## config.mk

```make
export PLATFORM = sky130hd
export DESIGN_NAME = alu_exec
export DESIGN_NICKNAME = d
export VERILOG_FILES = /design/src/rtl/alu_exec.sv
export SDC_FILE = /design/constraint.sdc
export NUM_CORES = 1
export LEC_CHECK = 0
export ABC_AREA = 1
export BUFFER_PORTS_ARGS = -buffer_cell sky130_fd_sc_hd__clkbuf_2
export CORE_MARGIN = 2
export CORE_UTILIZATION = 55
export DETAILED_ROUTE_END_ITERATION = 7
export PLACE_DENSITY = 0.79
export SLEW_MARGIN = 0
export SYNTH_ARGS = -nofsm -noshare
export SYNTH_HDL_FRONTEND = slang
export SYNTH_SLANG_ARGS = --single-unit
export TNS_END_PERCENT = 50
```

## constraint.sdc

```tcl
create_clock -name clk -period 1.56 [get_ports clk]
set_input_delay 0.156 -clock clk [delete_from_list [all_inputs] [get_ports clk]]
set_output_delay 0.156 -clock clk [all_outputs]
set_load 0.02 [all_outputs]
```

## src/rtl/alu_exec.sv

```systemverilog
// alu_exec: single-lane RV32I ALU execution stage watching one reservation-station slot.
// Optional multi-cycle multiply is built only when ALU_EXEC_MUL_EN is defined.
module alu_exec #(
    parameter int TAG_W        = 5,
    parameter int OP_W         = 5,
    parameter int UNLOCKED_TAG = 0,
    parameter int MUL_CYCLES   = 4
) (
    input  logic             clk,
    input  logic             rst_n,
    input  logic             rdy,
    input  logic             flush,
    input  logic             rs_busy,
    input  logic [OP_W-1:0]  rs_op,
    input  logic [31:0]      rs_pc,
    input  logic [TAG_W-1:0] rs_tagx,
    input  logic [TAG_W-1:0] rs_tagy,
    input  logic [31:0]      rs_datax,
    input  logic [31:0]      rs_datay,
    input  logic [TAG_W-1:0] rs_tagw,
    input  logic [4:0]       rs_target,
    output logic             busy_alu,
    output logic [31:0]      alu_data,
    output logic             res_valid,
    output logic [TAG_W-1:0] res_tag,
    output logic [4:0]       res_target,
    input  logic             cdb_grant
);

    localparam logic [TAG_W-1:0] L_UNLOCKED = TAG_W'(UNLOCKED_TAG);
    localparam logic [OP_W-1:0]  OP_ADD   = OP_W'(0);
    localparam logic [OP_W-1:0]  OP_SUB   = OP_W'(1);
    localparam logic [OP_W-1:0]  OP_SLL   = OP_W'(2);
    localparam logic [OP_W-1:0]  OP_SLT   = OP_W'(3);
    localparam logic [OP_W-1:0]  OP_SLTU  = OP_W'(4);
    localparam logic [OP_W-1:0]  OP_XOR   = OP_W'(5);
    localparam logic [OP_W-1:0]  OP_SRL   = OP_W'(6);
    localparam logic [OP_W-1:0]  OP_SRA   = OP_W'(7);
    localparam logic [OP_W-1:0]  OP_OR    = OP_W'(8);
    localparam logic [OP_W-1:0]  OP_AND   = OP_W'(9);
    localparam logic [OP_W-1:0]  OP_LUI   = OP_W'(10);
    localparam logic [OP_W-1:0]  OP_AUIPC = OP_W'(11);
    localparam logic [OP_W-1:0]  OP_LINK  = OP_W'(12);
`ifdef ALU_EXEC_MUL_EN
    localparam logic [OP_W-1:0]  OP_MUL   = OP_W'(13);
    localparam int               CNT_W    = $clog2(MUL_CYCLES);
    localparam logic [CNT_W-1:0] CNT_LOAD = CNT_W'(MUL_CYCLES - 1);
    localparam logic [CNT_W-1:0] CNT_LAST = CNT_W'(1);
`endif

    typedef enum logic [1:0] {
        S_IDLE = 2'd0,
`ifdef ALU_EXEC_MUL_EN
        S_EXEC = 2'd2,
`endif
        S_WB   = 2'd1
    } state_t;

    state_t      r_state;
    logic        w_tags_ready;
    logic        w_slot_free;
    logic        w_cap;
    logic [31:0] w_result;
`ifdef ALU_EXEC_MUL_EN
    logic [CNT_W-1:0] r_cnt;
    logic [31:0]      r_mul_x;
    logic [31:0]      r_mul_y;
    logic             r_mul_zero;
    logic             w_is_mul;
`endif

    // Single-cycle integer result; reserved codes yield zero.
    function automatic logic [31:0] f_alu(input logic [OP_W-1:0] op, input logic [31:0] x,
                                          input logic [31:0] y, input logic [31:0] pc);
        logic [31:0] r;
        case (op)
            OP_ADD:   r = x + y;
            OP_SUB:   r = x - y;
            OP_SLL:   r = x << y[4:0];
            OP_SLT:   r = ($signed(x) < $signed(y)) ? 32'd1 : 32'd0;
            OP_SLTU:  r = (x < y) ? 32'd1 : 32'd0;
            OP_XOR:   r = x ^ y;
            OP_SRL:   r = x >> y[4:0];
            OP_SRA:   r = $signed(x) >>> y[4:0];
            OP_OR:    r = x | y;
            OP_AND:   r = x & y;
            OP_LUI:   r = y;
            OP_AUIPC: r = pc + y;
            OP_LINK:  r = pc + 32'd4;
            default:  r = 32'd0;
        endcase
        return r;
    endfunction

    // Capture decision and the consume handshake back to the RS slot.
    always_comb begin
        w_tags_ready = (rs_tagx == L_UNLOCKED) && (rs_tagy == L_UNLOCKED);
        w_slot_free  = (r_state == S_IDLE) || ((r_state == S_WB) && cdb_grant);
        w_cap        = rst_n && rdy && !flush && rs_busy && w_tags_ready && w_slot_free;
        busy_alu     = !w_cap;
        if (rs_target == 5'd0) begin
            w_result = 32'd0;
        end else begin
            w_result = f_alu(rs_op, rs_datax, rs_datay, rs_pc);
        end
`ifdef ALU_EXEC_MUL_EN
        w_is_mul = (rs_op == OP_MUL);
`endif
    end

    // Execution FSM with registered result bus.
    always_ff @(posedge clk or negedge rst_n) begin
        if (!rst_n) begin
            r_state    <= S_IDLE;
            alu_data   <= 32'd0;
            res_valid  <= 1'b0;
            res_tag    <= L_UNLOCKED;
            res_target <= 5'd0;
`ifdef ALU_EXEC_MUL_EN
            r_cnt      <= '0;
            r_mul_x    <= 32'd0;
            r_mul_y    <= 32'd0;
            r_mul_zero <= 1'b0;
`endif
        end else if (rdy) begin
            if (flush) begin
                r_state   <= S_IDLE;
                res_valid <= 1'b0;
`ifdef ALU_EXEC_MUL_EN
                r_cnt     <= '0;
`endif
            end else if (w_cap) begin
                res_tag    <= rs_tagw;
                res_target <= rs_target;
`ifdef ALU_EXEC_MUL_EN
                if (w_is_mul) begin
                    r_state    <= S_EXEC;
                    r_cnt      <= CNT_LOAD;
                    r_mul_x    <= rs_datax;
                    r_mul_y    <= rs_datay;
                    r_mul_zero <= (rs_target == 5'd0);
                    res_valid  <= 1'b0;
                end else begin
                    r_state   <= S_WB;
                    alu_data  <= w_result;
                    res_valid <= 1'b1;
                end
`else
                r_state   <= S_WB;
                alu_data  <= w_result;
                res_valid <= 1'b1;
`endif
            end else begin
                case (r_state)
                    S_WB: begin
                        if (cdb_grant) begin
                            r_state   <= S_IDLE;
                            res_valid <= 1'b0;
                        end else begin
                            r_state <= S_WB;
                        end
                    end
`ifdef ALU_EXEC_MUL_EN
                    // Counter reaching its last step lands the product on the bus.
                    S_EXEC: begin
                        if (r_cnt == CNT_LAST) begin
                            r_cnt     <= '0;
                            r_state   <= S_WB;
                            alu_data  <= r_mul_zero ? 32'd0 : (r_mul_x * r_mul_y);
                            res_valid <= 1'b1;
                        end else begin
                            r_cnt <= r_cnt - CNT_LAST;
                        end
                    end
`endif
                    default: r_state <= S_IDLE;
                endcase
            end
        end else begin
            r_state <= r_state;
        end
    end

endmodule

```

==> summary.txt, run 1 <==
============================================================================
Number of clock buffers inserted by TritonCTS                              5
Row count                                                                 57
Width of the die                                                      162 µm
Gate count after technology mapping                                     2647
Die height                                                            162 µm
Root Driver                                                     sky130_fd_sc_hd__clkbuf_16
Clock sink count                                                          44
Initial Utilization                                                    0.561
Count of input and output buffers                                        170
Cell accounting for the most synthesized area                   sky130_fd_sc_hd__nand2_1
Global Route Usage Sum                                                 0.836
Number of global-route vias before repair                              28230
Number of top-level pins                                                 171
Error message                                                   [ERROR GRT-0116] Global routing finished with congestion. Check the congestion regions in the DRC Viewer.
Total standard cell area after synthesis                           13700 µm²
Deepest level of the CTS H-tree                                            2
Global-route wire length before repair                             171000 µm
Synthesized area divided by synthesized cell count                  5.17 µm²
Proportion of synthesized chip area in sequential cells               0.0805
Number of enable flip-flop cells after synthesis                           0
Total nets after synthesis                                              2912
Most frequent cells after synthesis                             sky130_fd_sc_hd__nand2_1, sky130_fd_sc_hd__nand3_1, sky130_fd_sc_hd__inv_1
Unique masters post-synth                                                 47
Maximum clock insertion buffer count                                       2
Area share of the largest cell type after synthesis                    0.249
Most frequent cell after synthesis                              sky130_fd_sc_hd__nand2_1
Maximum number of pins on one net before global-route repair              67
Outcome                                                         did not finish
Post-synthesis sequential element count                                   44
RD Place Congestion                                                     1.37
Sum of overflow across all layers after global routing                   299
Share of synthesized registers carrying an async set or reset           1.00
Post-detailed-placement half-perimeter wirelength                   63900 µm
Most used DFF post-synth                                        sky130_fd_sc_hd__dfrtp_1
Last stage reached                                                   5_1_grt
Synthesis warning total                                                    0
Synth area leaders                                              sky130_fd_sc_hd__nand2_1, sky130_fd_sc_hd__nand3_1, sky130_fd_sc_hd__ha_1
============================================================================
## cells by family after synthesis
kind of cell,Yosys count,synth area share
AOI/OAI and AO/OA,304,0.125
xor gates and xnor gates,8,0.00513
adders and majority gates,138,0.127
buffers and inverters,413,0.118
DFF,44,0.0805
and+or+nand+nor,1740,0.544
## per-stage QoR
step           hold slack [ns]  setup TNS, ns  instances  instance area [µm²]  setup slack [ns]
3_3_place_gp             0.133         -38.69       3641                19300             -1.62
2_1_floorplan           -0.140         -19.57       2647                13800            -0.730
3_5_place_dp             0.135         -42.41       3641                19300             -1.67
4_1_cts                 0.0470         -24.80       3674                20600            -0.863
## routing by layer
metal / track usage / overflow
met1: 0.824 / 9
met2: 0.969 / 169
met3: 0.730 / 3
met4: 0.823 / 117
met5: 0.517 / 1
## repair_timing
action                                  in CTS
gates resized for setup                    234
endpoints found under the hold margin        5
endpoints found under the setup margin      33
gates cloned                                 3
hold buffers                                 1
buffers inserted                            21
pin swaps                                   89
==> run 2, diff against run 1 <==
- CORE_UTILIZATION: 55 -> 40
- PLACE_DENSITY: 0.79 -> not set
- PLACE_DENSITY_LB_ADDON: not set -> 0.15
- clock period: 1.56 -> 2 ns (I/O delays scaled with it)
==> summary.txt, run 2 <==
===============================================================================
Outcome                                                            finished, violations left
Violated checks                                                    DRC, setup timing
Post-route standard cell area excluding fillers                       22500 µm²
Finish-stage setup viols                                                     32
Area Overhead vs Synth                                                    64.2%
Number of enable flip-flop cells after synthesis                              0   unchanged
Startpoint class of the critical path                                input port
Remaining routing DRC violations                                              6
Synth area leaders                                                 sky130_fd_sc_hd__nand2_1, sky130_fd_sc_hd__nand3_1, sky130_fd_sc_hd__ha_1
Root Driver                                                        sky130_fd_sc_hd__clkbuf_16
Proportion of synthesized chip area in sequential cells                  0.0805   unchanged
Tightest Hold Check Type                                           input port to flip-flop
Via count normalized by instance count                                     5.89
Total nets after synthesis                                                 2912   unchanged
Gate count after technology mapping                                        2647   unchanged
Share of synthesized registers carrying an async set or reset              1.00   unchanged
Crit path capture type                                                flip-flop
Leading cell types in the layout, fill and taps excluded           sky130_fd_sc_hd__nand2_1, sky130_fd_sc_hd__buf_4, sky130_fd_sc_hd__nand3_1
Global-route wire length before repair                                125000 µm
Number of flip-flops under the largest register name                         32
Fraction of the cycle the final worst path needs                           1.33
Final Skew                                                            0.0159 ns
Maximum clock insertion buffer count                                          2   unchanged
Unique masters post-synth                                                    47   unchanged
Number of vias after detailed routing                                     22777
Share of layout cells above drive strength 1                              0.350
WL/cell                                                                 23.5 µm
Die height                                                               189 µm   +17%
Deepest level of the CTS H-tree                                               2   unchanged
Final hold viol count                                                         0
Standard cell with the maximum stage delay on the critical path    sky130_fd_sc_hd__ha_4
RD Place Congestion                                                        1.14   -17%
Clock sink count                                                             44   unchanged
Data required time of the worst path                                    2.25 ns
Detailed-router iteration count before antenna repair                         8
Chain of cells forming the critical path                           clkbuf_16, inv_16, nand3_4, nor2_4, buf_12, buf_12, clkbuf_16, nand2_2, o21ai_2, ha_4, nand2_4, nand2_4, a21oi_4, nor2_1, nor2_1, nand2_2, buf_6, nand2_4, nand2_2, nand2_2, nand3_4, nand3_2, nand2_1, nand2_1
Row count                                                                    67   +18%
Final Routed Wirelength                                                90900 µm
Initial Utilization                                                       0.407   -0.154
Most frequent cells after synthesis                                sky130_fd_sc_hd__nand2_1, sky130_fd_sc_hd__nand3_1, sky130_fd_sc_hd__inv_1
Post-DRT Antenna Nets                                                         0
Max Cap Viol                                                                  0
Total standard cell area after synthesis                              13700 µm²   unchanged
Worst setup timing slack at the placement stage                        -1.19 ns   +0.480 ns
Crit-path max cell delay                                                0.26 ns
Worst rel slew slack                                                      0.447
Area of all sequential standard cells                                  1100 µm²
P_leak                                                                0.0122 µW
Sum of overflow across all layers after global routing                        0
Largest regs                                                       alu_data (32), res_tag (5), res_target (5)
Number of clock buffers inserted by TritonCTS                                 5   unchanged
Number of nets at the end of the flow                                      3685
Most frequent cell after synthesis                                 sky130_fd_sc_hd__nand2_1
Most used DFF post-synth                                           sky130_fd_sc_hd__dfrtp_1
Register with the most flip-flops                                      alu_data
Most common cell after layout, fill and taps aside                 sky130_fd_sc_hd__nand2_1
Area share of the largest cell type after synthesis                       0.249   unchanged
Number of DRC violations after detailed-routing iteration 0                2978
Count of fill cells added during filler insertion                          2978
Buf+Inv Stages, Crit Path                                                     6
Cell type with the highest occurrence count on the critical path   sky130_fd_sc_hd__nand2_2
Highest attainable clock frequency                                      375 MHz
Antenna violations before repair                                              6
Worst-case setup margin in the final layout                           -0.666 ns
Count of input and output buffers                                           170   unchanged
Die Area                                                              35700 µm²
Maximum fanout count along the critical path                                  8
Maximum number of pins on one net before global-route repair                 67
Min Tclk post-route                                                     2.67 ns
Clock Pin Slew Worst Setup and Hold Paths                               0.09 ns
Post-route worst hold slack                                           0.0894 ns
Peak supply drop                                                       0.363 mV
Cell accounting for the most synthesized area                      sky130_fd_sc_hd__nand2_1
CTS tree                                                                   done
Pwr/cell area                                                        327 nW/µm²
Type of the worst setup path                                       input port to flip-flop
Total design power                                                      7340 µW
Post-synthesis sequential element count                                      44   unchanged
Transition time of the tightest slew-check pin                         0.827 ns
Later-pin clock latency in the skew report                              0.31 ns
Sum of negative setup slack                                           -15.61 ns
Placed standard-cell area                                             20000 µm²   +3.3%
Number of top-level pins                                                    171   unchanged
Final slew viol count                                                         0
Synthesis warning total                                                       0   unchanged
Width of the die                                                         189 µm   +17%
Area used by multi-input combinational logic                          12800 µm²
RSZ-0062 raised after global routing                                       true
Post-detailed-placement half-perimeter wirelength                      72300 µm   +13%
Endpoint arrival time on the critical path                              2.92 ns
Family with the most delay on the worst path                       simple AND/OR/NAND/NOR gates
Core Footprint                                                        33600 µm²
Synthesized area divided by synthesized cell count                     5.17 µm²   unchanged
Global Route Usage Sum                                                    0.468
Number of global-route vias before repair                                 20789
===============================================================================
-- run 2: final timing paths --
kind                                             start                        to  slack, ns  cells after the start
min in group asynchronous                        rst_n   alu_data[5]$_DFFE_PN0P_       0.11                      2
worst min-delay path                        rs_tagw[2]    res_tag[2]$_DFFE_PN0P_       0.09                      3
worst min register to register  res_tag[0]$_DFFE_PN0P_    res_tag[0]$_DFFE_PN0P_       0.49                      2
worst max-delay path                          rs_op[2]  alu_data[31]$_DFFE_PN0P_      -0.67                     24
max in group asynchronous                        rst_n   alu_data[7]$_DFFE_PN0P_       1.42                      2
worst max register to register  r_state[0]$_DFFE_PN0P_  alu_data[10]$_DFFE_PN0P_      -0.01                      8
-- run 2: kinds of logic (layout without fill, tap and decap cells) --
logic type               count (synthesis)  count (layout)  synth area share
flip-flops                              44              44            0.0805
AND/OR/NAND/NOR                       1740            1740             0.544
XOR/XNOR                                 8               8           0.00513
buffers and inverters                  413            1187             0.118
other                                    0               1                 0
AO/OA/AOI/OAI                          304             304             0.125
adder cells (fa/ha/maj)                138             138             0.127
-- run 2: cell type report --
| type | instances | share of cell area |
|---|---|---|
| timing repair buffer | 856 | 0.291 |
| tap | 448 | 0.0250 |
| clock inverter | 3 | 0.00206 |
| multi-input combinational | 2190 | 0.572 |
| clock buffer | 5 | 0.00557 |
| antenna | 1 | 0.000111 |
| sequential | 44 | 0.0490 |
| inverter | 323 | 0.0554 |
-- run 2: layer usage --
layer / GRT usage / up-vias / wire (µm)
met2: 0.740 / 1634 / 38700
met5: 0 / - / 52
met1: 0.588 / 10497 / 34000
met4: 0.254 / 8 / 6920
li1: - / 10225 / -
met3: 0.113 / 413 / 11200
-- run 2: metrics by stage --
step,util,instances
2_1_floorplan,-,2647
3_3_place_gp,0.595,3832
3_5_place_dp,0.595,3832
4_1_cts,0.614,3849
5_1_grt,0.668,3869
6_report,0.668,3870
-- run 2: repair_timing --
| action | CTS | global route |
|---|---|---|
| hold endpoints to repair | 2 | 0 |
| hold buffers | 1 | 0 |
| cloned | 1 | 5 |
| resized for setup | 104 | 367 |
| buffers inserted | 7 | 17 |
| endpoints found under the setup margin | 32 | 32 |
| pin swaps | 24 | 143 |
-- run 2: power breakdown --
part           leakage [µW]  total [µW]  internal (µW)  switching (µW)
Clock             0.0000804        1070            598             470
Sequential         0.000615         890            889           0.533
Combinational        0.0115        5380           2220            3160
Total                0.0122        7340           3710            3630
-- run 2: worst min-delay path, delay by kind of cell --
family        cells  cell delay, ns
simple gates      2            0.09
buf+inv           1            0.07
Power figures use the tool's default switching activity.
==> run 3, diff against run 2 <==
- HOLD_SLACK_MARGIN: not set -> 0.06
- PLACE_DENSITY_LB_ADDON: 0.15 -> not set
==> summary.txt, run 3 (synthesized netlist as in run 2, its figures left out) <==
===================================================================================
Outcome                                                                finished, violations left
Violated checks                                                        setup timing
Finish-stage setup viols                                                         32   unchanged
Pwr/cell area                                                            325 nW/µm²   -0.67%
Die height                                                                   189 µm   unchanged
Buf+Inv Stages, Crit Path                                                         4   -2
Placed Cells incl. Taps                                                        3843   +0.29%
Type of the worst setup path                                           input port to flip-flop
Setup slack, reg-to-reg                                                     0.28 ns   +0.29 ns
Crit-path max cell delay                                                    0.43 ns   +0.17 ns
Leading cell types in the layout, fill and taps excluded               sky130_fd_sc_hd__nand2_1, sky130_fd_sc_hd__buf_4, sky130_fd_sc_hd__nand3_1
Number of vias after detailed routing                                         22386   -1.7%
Remaining routing DRC violations                                                  0   -6
Largest regs                                                           alu_data (32), res_tag (5), res_target (5)
Number of antenna repair diodes                                                   0   -1
Number of cells on the worst hold path                                            3   unchanged
Number of nets at the end of the flow                                          3695   +0.27%
Endpoint arrival time on the critical path                                  2.81 ns   -0.11 ns
Crit path capture type                                                    flip-flop
Family with the most delay on the worst path                           simple AND/OR/NAND/NOR gates
Final Skew                                                                0.0133 ns   -0.00269 ns
Final hold viol count                                                             0   unchanged
Later-pin clock latency in the skew report                                  0.31 ns   about the same
Area used by multi-input combinational logic                              12300 µm²   -4.4%
Clock sink count                                                                 44   unchanged
Maximum number of pins on one net before global-route repair                     79   +18%
Core Footprint                                                            33600 µm²   unchanged
Count of input and output buffers                                               170   unchanged
Min Tclk post-route                                                         2.60 ns   -0.0616 ns
Global-route wire length before repair                                    126000 µm   +0.68%
Global Route Usage Sum                                                        0.472   +0.00395
Standard cell with the maximum stage delay on the critical path        sky130_fd_sc_hd__fa_2
Highest attainable clock frequency                                          384 MHz   +2.4%
Post-detailed-placement half-perimeter wirelength                          72800 µm   +0.63%
Tightest Hold Check Type                                               input port to flip-flop
Worst Hold Endpoint                                                    res_tag[2]$_DFFE_PN0P_
Number of DRC violations after detailed-routing iteration 0                    2768   -7.1%
Initial Utilization                                                           0.407   unchanged
Area of all sequential standard cells                                      1100 µm²   unchanged
Final slew viol count                                                             0   unchanged
Startpoint class of the critical path                                    input port
Count of placed standard cells in the final layout, fillers left out           3879   +0.23%
Min-Delay Startpoint                                                     rs_tagw[2]
Number of top-level pins                                                        171   unchanged
WL/cell                                                                     22.7 µm   -3.4%
Peak supply drop                                                           0.310 mV   -15%
RSZ-0062 raised after global routing                                           true
Via count normalized by instance count                                         5.77   -1.9%
Sum of overflow across all layers after global routing                            0   unchanged
Worst r2r path cells                                                              8   unchanged
Number of clock buffers inserted by TritonCTS                                     5   unchanged
Worst R2R Start                                                        r_state[0]$_DFFE_PN0P_
Most common cell after layout, fill and taps aside                     sky130_fd_sc_hd__nand2_1
Number of flip-flops under the largest register name                             32   unchanged
CTS tree                                                                       done
Transition time of the tightest slew-check pin                             0.884 ns   +0.0569 ns
Data required time of the worst path                                        2.21 ns   -0.04 ns
RD Place Congestion                                                            1.11   -2.2%
Die Area                                                                  35700 µm²   unchanged
Final Routed Wirelength                                                    88000 µm   -3.2%
Placed standard-cell area                                                 20100 µm²   +0.60%
Max Cap Viol                                                                      0   unchanged
Antenna violations before repair                                                  0   -6
Number of global-route vias before repair                                     21239   +2.2%
Chain of cells forming the critical path                               clkbuf_16, inv_16, nand3_4, nor2_4, buf_12, buf_12, o21ai_4, ha_4, fa_2, nand3_2, nand3_2, or2_4, nand3_4, nand4_1, nor2_1, nand2_2, nand2_1, nand2_1
Capture instance of the worst register-to-register path                alu_data[31]$_DFFE_PN0P_
Count of fill cells added during filler insertion                              3161   +6.1%
Share of layout cells above drive strength 1                                  0.330   -0.0200
Register with the most flip-flops                                          alu_data
Post-route standard cell area excluding fillers                           21900 µm²   -2.4%
Post-DRT Antenna Nets                                                             0   unchanged
P_leak                                                                    0.0120 µW   -1.7%
Worst rel slew slack                                                          0.407   -0.0394
Root Driver                                                            sky130_fd_sc_hd__clkbuf_16
Detailed-router iteration count before antenna repair                             7   -1
Maximum clock insertion buffer count                                              2   unchanged
Clock Pin Slew Worst Setup and Hold Paths                                   0.08 ns   about the same
Maximum fanout count along the critical path                                      8   unchanged
Deepest level of the CTS H-tree                                                   2   unchanged
Area Overhead vs Synth                                                        60.3%
Worst-case setup margin in the final layout                               -0.604 ns   +0.0616 ns
Fraction of the cycle the final worst path needs                               1.30   -0.0308
Width of the die                                                             189 µm   unchanged
Row count                                                                        67   unchanged
===================================================================================
-- run 3: worst max-delay path by stage --
stage	start	to	slack (ns)	depth (start not counted)
2_1_floorplan	rs_op[2]	alu_data[10]$_DFFE_PN0P_	-0.33	16
3_3_place_gp	rs_op[2]	alu_data[19]$_DFFE_PN0P_	-1.33	18
3_5_place_dp	rs_op[2]	alu_data[19]$_DFFE_PN0P_	-1.34	18
4_1_cts	rs_op[2]	alu_data[4]$_DFFE_PN0P_	-0.48	18
5_1_grt	rs_op[2]	alu_data[21]$_DFFE_PN0P_	-0.70	23
6_report	rs_op[2]	alu_data[4]$_DFFE_PN0P_	-0.60	18
-- run 3: cell type report --
cell class	instances	area share
Clock buffer	6	0.00588
Sequential cell	44	0.0502
Clock inverter	2	0.00160
Multi-Input combinational cell	2190	0.560
Timing Repair Buffer	866	0.300
Tap cell	448	0.0256
Inverter	323	0.0566
-- run 3: where the power goes --
part / internal (µW) / leakage [µW] / switching (µW)
sequential: 890 / 0.000615 / 0.503
combinational: 2160 / 0.0113 / 3010
clock: 592 / 0.0000808 / 461
total: 3640 / 0.0120 / 3470
-- run 3: worst min-delay path, stage by stage --
cell	delay, ns
sky130_fd_sc_hd__clkbuf_2	0.07
sky130_fd_sc_hd__nand2_1	0.04
sky130_fd_sc_hd__nand2_1	0.05
-- run 3: metal layers --
layer  vias up  track usage  wire (µm)
met5         -            0          0
met4         0        0.291       6570
met3       320       0.0986       9760
met2      1490        0.755      38400
met1     10356        0.582      33300
li1      10220            -          -
-- run 3: through the flow --
stage / setup WS [ns] / util / total power (µW) / hold slack [ns] / setup TNS (ns)
after floorplan: -0.334 / - / 2880 / -0.0956 / -6.90
after global placement: -1.33 / 0.598 / 5250 / 0.0764 / -29.92
after detailed placement: -1.34 / 0.598 / 5300 / 0.0771 / -31.62
after CTS: -0.479 / 0.636 / 6690 / 0.102 / -11.77
after global routing: -0.701 / 0.652 / 7420 / 0.0928 / -18.10
final: -0.604 / 0.652 / 7110 / 0.104 / -15.19
-- run 3: timing repair --
item                                    4_1_cts  5_1_grt
hold buffers                                  1        0
gates resized for setup                     252       87
endpoints found under the setup margin       32       32
hold endpoints to repair                      5        0
cloned                                        1        1
pin swaps                                    82       57
setup buffers                                18        8
